--- src/rtl/pipe_pkg.sv ---
// Shared types for the skid-buffer pipeline register: state encoding and
// occupancy width, plus the state-to-occupancy decode.
package pipe_pkg;

  localparam int OCC_W = 2;

  typedef enum logic [1:0] {
    EMPTY = 2'd0,
    BUSY  = 2'd1,
    FULL  = 2'd2
  } state_t;

  function automatic logic [OCC_W-1:0] occ_of(input state_t s);
    case (s)
      BUSY:    return 2'd1;
      FULL:    return 2'd2;
      default: return 2'd0;
    endcase
  endfunction

endpackage

--- src/rtl/pipe_data_reg.sv ---
// Enable-loaded payload register with asynchronous active-low clear to zero.
module pipe_data_reg #(
  parameter int WIDTH = 222
) (
  input  logic             clk,
  input  logic             reset,
  input  logic             en,
  input  logic [WIDTH-1:0] d,
  output logic [WIDTH-1:0] q
);

  always_ff @(posedge clk or negedge reset) begin
    if (!reset)  q <= '0;
    else if (en) q <= d;
  end

endmodule

--- src/rtl/pipe_skid_reg.sv ---
// Valid/ready pipeline stage: two-entry skid buffer (SKID_EN=1) or a single
// enable register with combinational ready (SKID_EN=0).
//   state | meaning
//   EMPTY | nothing held
//   BUSY  | main register holds the head entry
//   FULL  | main holds head, skid holds the next entry (SKID_EN=1 only)
module pipe_skid_reg
  import pipe_pkg::*;
#(
  parameter int WIDTH   = 222,
  parameter bit SKID_EN = 1'b1
) (
  input  logic             clk,
  input  logic             reset,
  input  logic             flush,
  input  logic             in_valid,
  output logic             in_ready,
  input  logic [WIDTH-1:0] in_data,
  output logic             out_valid,
  input  logic             out_ready,
  output logic [WIDTH-1:0] out_data,
  output logic [OCC_W-1:0] occupancy
);

  state_t           state_q, state_d;
  logic             main_en, skid_en;
  logic             accept, pop;
  logic [WIDTH-1:0] main_d, skid_q;

  always_ff @(posedge clk or negedge reset) begin
    if (!reset) state_q <= EMPTY;
    else        state_q <= state_d;
  end

  assign out_valid = (state_q != EMPTY);
  assign occupancy = occ_of(state_q);

  // Skid mode decodes ready from the register alone to break the out_ready path.
  assign in_ready = SKID_EN ? (state_q != FULL) : (out_ready | (state_q == EMPTY));

  assign accept = in_valid & in_ready;
  assign pop    = out_valid & out_ready;
  assign main_d = (state_q == FULL) ? skid_q : in_data;

  always_comb begin
    state_d = state_q;
    main_en = 1'b0;
    skid_en = 1'b0;
    case (state_q)
      EMPTY: begin
        if (accept) begin
          main_en = 1'b1;
          state_d = BUSY;
        end
      end
      BUSY: begin
        if (accept && pop) begin
          main_en = 1'b1;
        end else if (accept && SKID_EN) begin
          skid_en = 1'b1;
          state_d = FULL;
        end else if (pop) begin
          state_d = EMPTY;
        end
      end
      FULL: begin
        if (pop) begin
          main_en = 1'b1;
          state_d = BUSY;
        end
      end
      default: state_d = EMPTY;
    endcase
    // Flush clears validity only; the data registers keep their contents.
    if (flush) begin
      state_d = EMPTY;
      main_en = 1'b0;
      skid_en = 1'b0;
    end
  end

  pipe_data_reg #(.WIDTH(WIDTH)) u_main (
    .clk   (clk),
    .reset (reset),
    .en    (main_en),
    .d     (main_d),
    .q     (out_data)
  );

  generate
    if (SKID_EN) begin : g_skid
      pipe_data_reg #(.WIDTH(WIDTH)) u_skid (
        .clk   (clk),
        .reset (reset),
        .en    (skid_en),
        .d     (in_data),
        .q     (skid_q)
      );
    end else begin : g_no_skid
      logic unused_skid_en;
      assign unused_skid_en = skid_en;
      assign skid_q         = '0;
    end
  endgenerate

endmodule
--- config.mk ---
export PLATFORM = sky130hd
export DESIGN_NAME = pipe_skid_reg
export DESIGN_NICKNAME = d
export VERILOG_FILES = /design/src/rtl/pipe_pkg.sv /design/src/rtl/pipe_data_reg.sv /design/src/rtl/pipe_skid_reg.sv
export SDC_FILE = /design/constraint.sdc
export NUM_CORES = 1
export LEC_CHECK = 0
export CORE_AREA = 2 2 238 240
export CTS_CLUSTER_SIZE = 8
export DETAILED_ROUTE_END_ITERATION = 12
export DIE_AREA = 0 0 240 242
export GPL_TIMING_DRIVEN = 0
export SLEW_MARGIN = 20
export SYNTH_ARGS = -nofsm -noshare
export SYNTH_HDL_FRONTEND = slang
export SYNTH_SLANG_ARGS = --single-unit
export TNS_END_PERCENT = 1
--- constraint.sdc ---
create_clock -name clk -period 2.1 [get_ports clk]
set_input_delay 0.42 -clock clk [delete_from_list [all_inputs] [get_ports clk]]
set_output_delay 0.42 -clock clk [all_outputs]
set_load 0.005 [all_outputs]
[After elaboration in Yosys (flattened, before gate mapping)]
Index checks and enable logic that the tools add are counted.
Word-level totals
  register bits after elaboration: 446
  input bits: 227
  logic and storage cells: 33
Operators by class
  equality and inequality tests: 7
  muxes and demuxes: 17
  bitwise logic cells: 2
  reduce and logical (&&, ||, !) cells: 4
Operator list (count)
  2-to-1 mux 222 bit: 1
  2-to-1 mux 2 bit: 6
  != test 3 bit, second input constant: 3
  2-to-1 mux 1 bit: 7
  one-hot mux 2 bit (3 select lines): 1
  != test 4 bit, second input constant: 1
  one-hot mux 2 bit (2 select lines): 1
  AND reduction 4 bit: 1
  one-hot mux 1 bit (3 select lines): 1
  bitwise AND 1 bit: 2
  == test 2 x 1 -> 1 bit, second input constant: 1
  == test 2 bit, second input constant: 1
  logical NOT 2 bit: 1
  != test 2 bit, second input constant: 1
  nonzero test 2 bit: 1
  logical AND 1 bit: 1

[Longest topological paths before layout]
  depth in word-level cells: 7
  gate-level depth with buffers: 6
  depth with buffers taken out: 4

[Hierarchy]
From an unflattened synthesis, not the netlist that was laid out.
Unflattened totals
  cell total of the unflattened synthesis: 1670
  area total of the unflattened synthesis: 21084.0 um2
By module, submodules not included
  pipe_data_reg: instances 2, cells an instance 469, area each 9033.7 um2
  pipe_skid_reg: instances 1, cells an instance 732, area each 3016.6 um2

[Worst setup path before layout]
OpenSTA, ideal clock, no wires.
  path kind: register -> register
  from: reg state_q[0]
  to: reg u_main.q[100]
  setup time: 0.125 ns
  arrival time: 1.615 ns
  data required time: 1.975 ns
  setup slack: 0.361 ns
  stages on the path, launching flop included: 7
  path through: dfrtp_1 and2b_1 inv_2 buf_6 buf_6 mux2_2 mux2_2
Between the ends
  longest elaborated chain between the ends: 6
  elaborated cells on any way between the ends: 14
  those cells by class: eq/ne: 3; mux: 6; bitwise: 2; reduce/logical: 3
Ends and longest elaborated chain
  start, declared: RTL line pipe_skid_reg.sv:25  | state_t state_q, state_d;
  start signal, assigned: RTL line pipe_skid_reg.sv:32  | else state_q <= state_d;
  != test 2 bit or nonzero test 2 bit (tied branches): RTL line pipe_skid_reg.sv:39, pipe_skid_reg.sv:35
  bitwise AND 1 bit, on equally long branches: RTL line pipe_skid_reg.sv:41, pipe_skid_reg.sv:42
  logical AND 1 bit: RTL line pipe_skid_reg.sv:57  | if (accept && pop) begin
  2-to-1 mux 1 bit: RTL line pipe_skid_reg.sv:57
  one-hot mux 1 bit (3 select lines): RTL line pipe_skid_reg.sv:49  | case (state_q)
  2-to-1 mux 1 bit: RTL line pipe_skid_reg.sv:75  | if (flush) begin
  end signal, assigned: RTL line pipe_data_reg.sv:13  | if (!reset) q <= '0;
  end signal, assigned: RTL line pipe_data_reg.sv:14  | else if (en) q <= d;
  end, declared: RTL line pipe_data_reg.sv:9  | output logic [WIDTH-1:0] q
Several ways; a longest one is shown, not always the timed one.
A chain may end at the register's enable or synchronous reset.

[Worst setup path after layout]
  from: reg state_q[1]
  to: reg u_main.q[108]
Same word-level chain as after synthesis.

==> results.json <==
{
  "status": "finished clean",
  "final_cells": 2493,
  "die_w_um": 240,
  "initial_core_util": 0.347,
  "die_h_um": 242,
  "drv_slew": 0,
  "pin_count": 453,
  "gr-usage-all-layers": 0.172,
  "ys_ff_latch": 446,
  "hold_path_class": "primary input to async pin",
  "drive_above_1_share": 0.474,
  "die_area_um2": 58100,
  "ys_warn_count": 0,
  "grt_pass1_vias": 13000,
  "wirelength_um": 50100,
  "finClkSkew_ns": 0.0203,
  "grt_overflow_total": 0,
  "p_seq_frac": 0.449,
  "area_growth_pct": 37.9,
  "rsz0062_at_grt": "yes",
  "dr.first_iter.drc_count": 366,
  "final_common_cell": "mux2_2",
  "layout_common_cells": "mux2_2, clkdlybuf4s50_1, dfrtp_1",
  "portBuffers": 452,
  "grt_pass1_wl_um": 77600,
  "p_sw_mw": 6.35,
  "core.rowCount": 87,
  "critPathMaxFanout": 10,
  "min_period_ns": 2.05,
  "placed_cells": 2413,
  "max_freq_mhz": 487,
  "clockPowerShare": 0.331,
  "path_clk_slew_ns": 0.05,
  "h-tree-depth": 2,
  "crit_path_start_kind": "flop",
  "post_drt_wl_per_cell_um": 20.1,
  "yosysUniqueCellTypes": 18,
  "r2r-start": "state_q[1]",
  "synthesis.area_um2": 19300,
  "fillers": 4950,
  "synth_top_area_frac": 0.577,
  "gp_congestion": 0.789,
  "layout.nets": 1953,
  "cts.sinks": 446,
  "grt_max_degree": 93,
  "period_share": 0.978,
  "ant_nets": 0,
  "dr.pass1.iters": 4,
  "finalSetupViolCount": 0,
  "num_vias": 11800,
  "power_leakage_nw": 11.2,
  "internal_power_mw": 19.8,
  "max-clock-path-buffers": 3,
  "drc": 0,
  "ys_seq_area_frac": 0.577,
  "preCtsSetupSlack_ns": -0.989,
  "via_per_inst": 4.72,
  "worst_pin_slew_ns": 0.631,
  "core_um2": 55700,
  "rrSetupSlack_ns": 0.05,
  "p_comb_frac": 0.219,
  "arrival_ns": 2.52,
  "synthCells": 1200,
  "antenna_found_initial": 12,
  "setup_ws_ns": 0.0465,
  "cts_tree": "built",
  "critPathRequiredTime_ns": 2.57,
  "synth.area.top_cells": "dfrtp_1, mux2_2, buf_6, buf_2, buf_4",
  "ir_drop_mv": 0.577,
  "syn_nets": 1427,
  "crit_start": "state_q[1]",
  "maxCapViolCount": 0,
  "synth.avg_cell_area_um2": 16.1,
  "hold_violations": 0,
  "power.share.switching": 0.242,
  "r2r-end": "u_main.q[108]",
  "clk_latency_ns": 0.60,
  "relSlewSlack": 0.579,
  "cts_inserted_buffers": 61,
  "synth_largest_area_cell": "dfrtp_1",
  "reg2regPathDepth": 7,
  "p_per_area_nw_per_um2": 983,
  "end_kind": "flop",
  "cts_root_buf": "clkbuf_16",
  "power.total_mw": 26.2,
  "worstSetupPathType": "flop to flop",
  "dp_hpwl_um": 35800
}
sequential cells by signal, summed over array words and instances (netlist names):
name             flops
g_skid.u_skid.q    222
state_q              2
u_main.q           222
critical path, cell delays in order, from the launching register on:
cell,delay (ns)
dfrtp_1,0.42
and2b_2,0.25
inv_4,0.08
buf_4,0.17
buf_12,0.18
buf_6,0.18
mux2_2,0.35
mux2_2,0.27
worst max path at each step:
stage | to | slack [ns]
3_5_place_dp | g_skid.u_skid.q[143] | -0.99
4_1_cts | u_main.q[108] | -0.04
6_report | u_main.q[108] | 0.05
3_3_place_gp | g_skid.u_skid.q[103] | -19.70
2_1_floorplan | u_main.q[100] | 0.36
5_1_grt | u_main.q[60] | -0.04
per-layer routing:
layer	vias up	part of all wire	global-route usage	wire, µm
met5	-	0.00084	0	42
met4	8	0.035	0.0734	1730
met3	94	0.067	0.0540	3340
met2	279	0.50	0.293	25300
met1	6004	0.39	0.199	19700
li1	5370	-	-	-
synth_stat cells:
cell,n
a21oi_1,1
and2b_1,1
buf_2,29
buf_4,13
buf_6,26
clkbuf_1,4
dfrtp_1,446
inv_2,1
mux2_2,666
mux2i_1,1
nand2_1,3
nand3_1,1
nor2_1,2
nor2b_1,1
o21ba_2,1
o32ai_4,1
or2_2,2
or3b_2,1
metrics by stage:
stage	TNS, ns	hold WS, ns	utilization	instance area, µm²
2_1_floorplan	0	0.124	-	19300
3_3_place_gp	-9004.58	0.482	0.445	24800
3_5_place_dp	-247.93	0.395	0.447	24900
4_1_cts	-1.50	0.315	0.477	26600
5_1_grt	-1.47	0.364	0.478	26600
6_report	0	0.348	0.478	26600
kinds of logic after synthesis:
group | share of synthesized area
compound gates | 0.00220
simple gates | 0.00304
flops | 0.577
buf+inv | 0.0287
mux | 0.389
layout make-up:
| class | instances | area, µm² | area share |
|---|---|---|---|
| sequential | 446 | 11200 | 0.419 |
| multi-input combinational | 681 | 7620 | 0.286 |
| timing repair buffer | 464 | 4720 | 0.177 |
| clock buffer | 65 | 1580 | 0.0595 |
| tap | 756 | 946 | 0.0355 |
| buffer | 71 | 583 | 0.0219 |
| antenna | 8 | 20.0 | 0.000751 |
| clock inverter | 1 | 8.76 | 0.000329 |
| inverter | 1 | 6.26 | 0.000235 |
power groups by stage:
stage	logic (mW)	clock network (mW)	registers, mW
6_report	5.75	8.67	11.8
5_1_grt	6.17	9.36	12.1
4_1_cts	5.85	8.99	11.8
3_5_place_dp	5.81	0	11.9
3_3_place_gp	5.66	0	11.8
2_1_floorplan	2.53	0	11.7
repair_timing:
item	in CTS	in global routing
pin swaps	0	1
hold buffers	1	0
buffers inserted	4	2
endpoints found under the hold margin	50	0
gates cloned	0	0
resized for setup	17	7
endpoints found under the setup margin	286	180
Note: power is estimated with default switching activity, not from simulation.
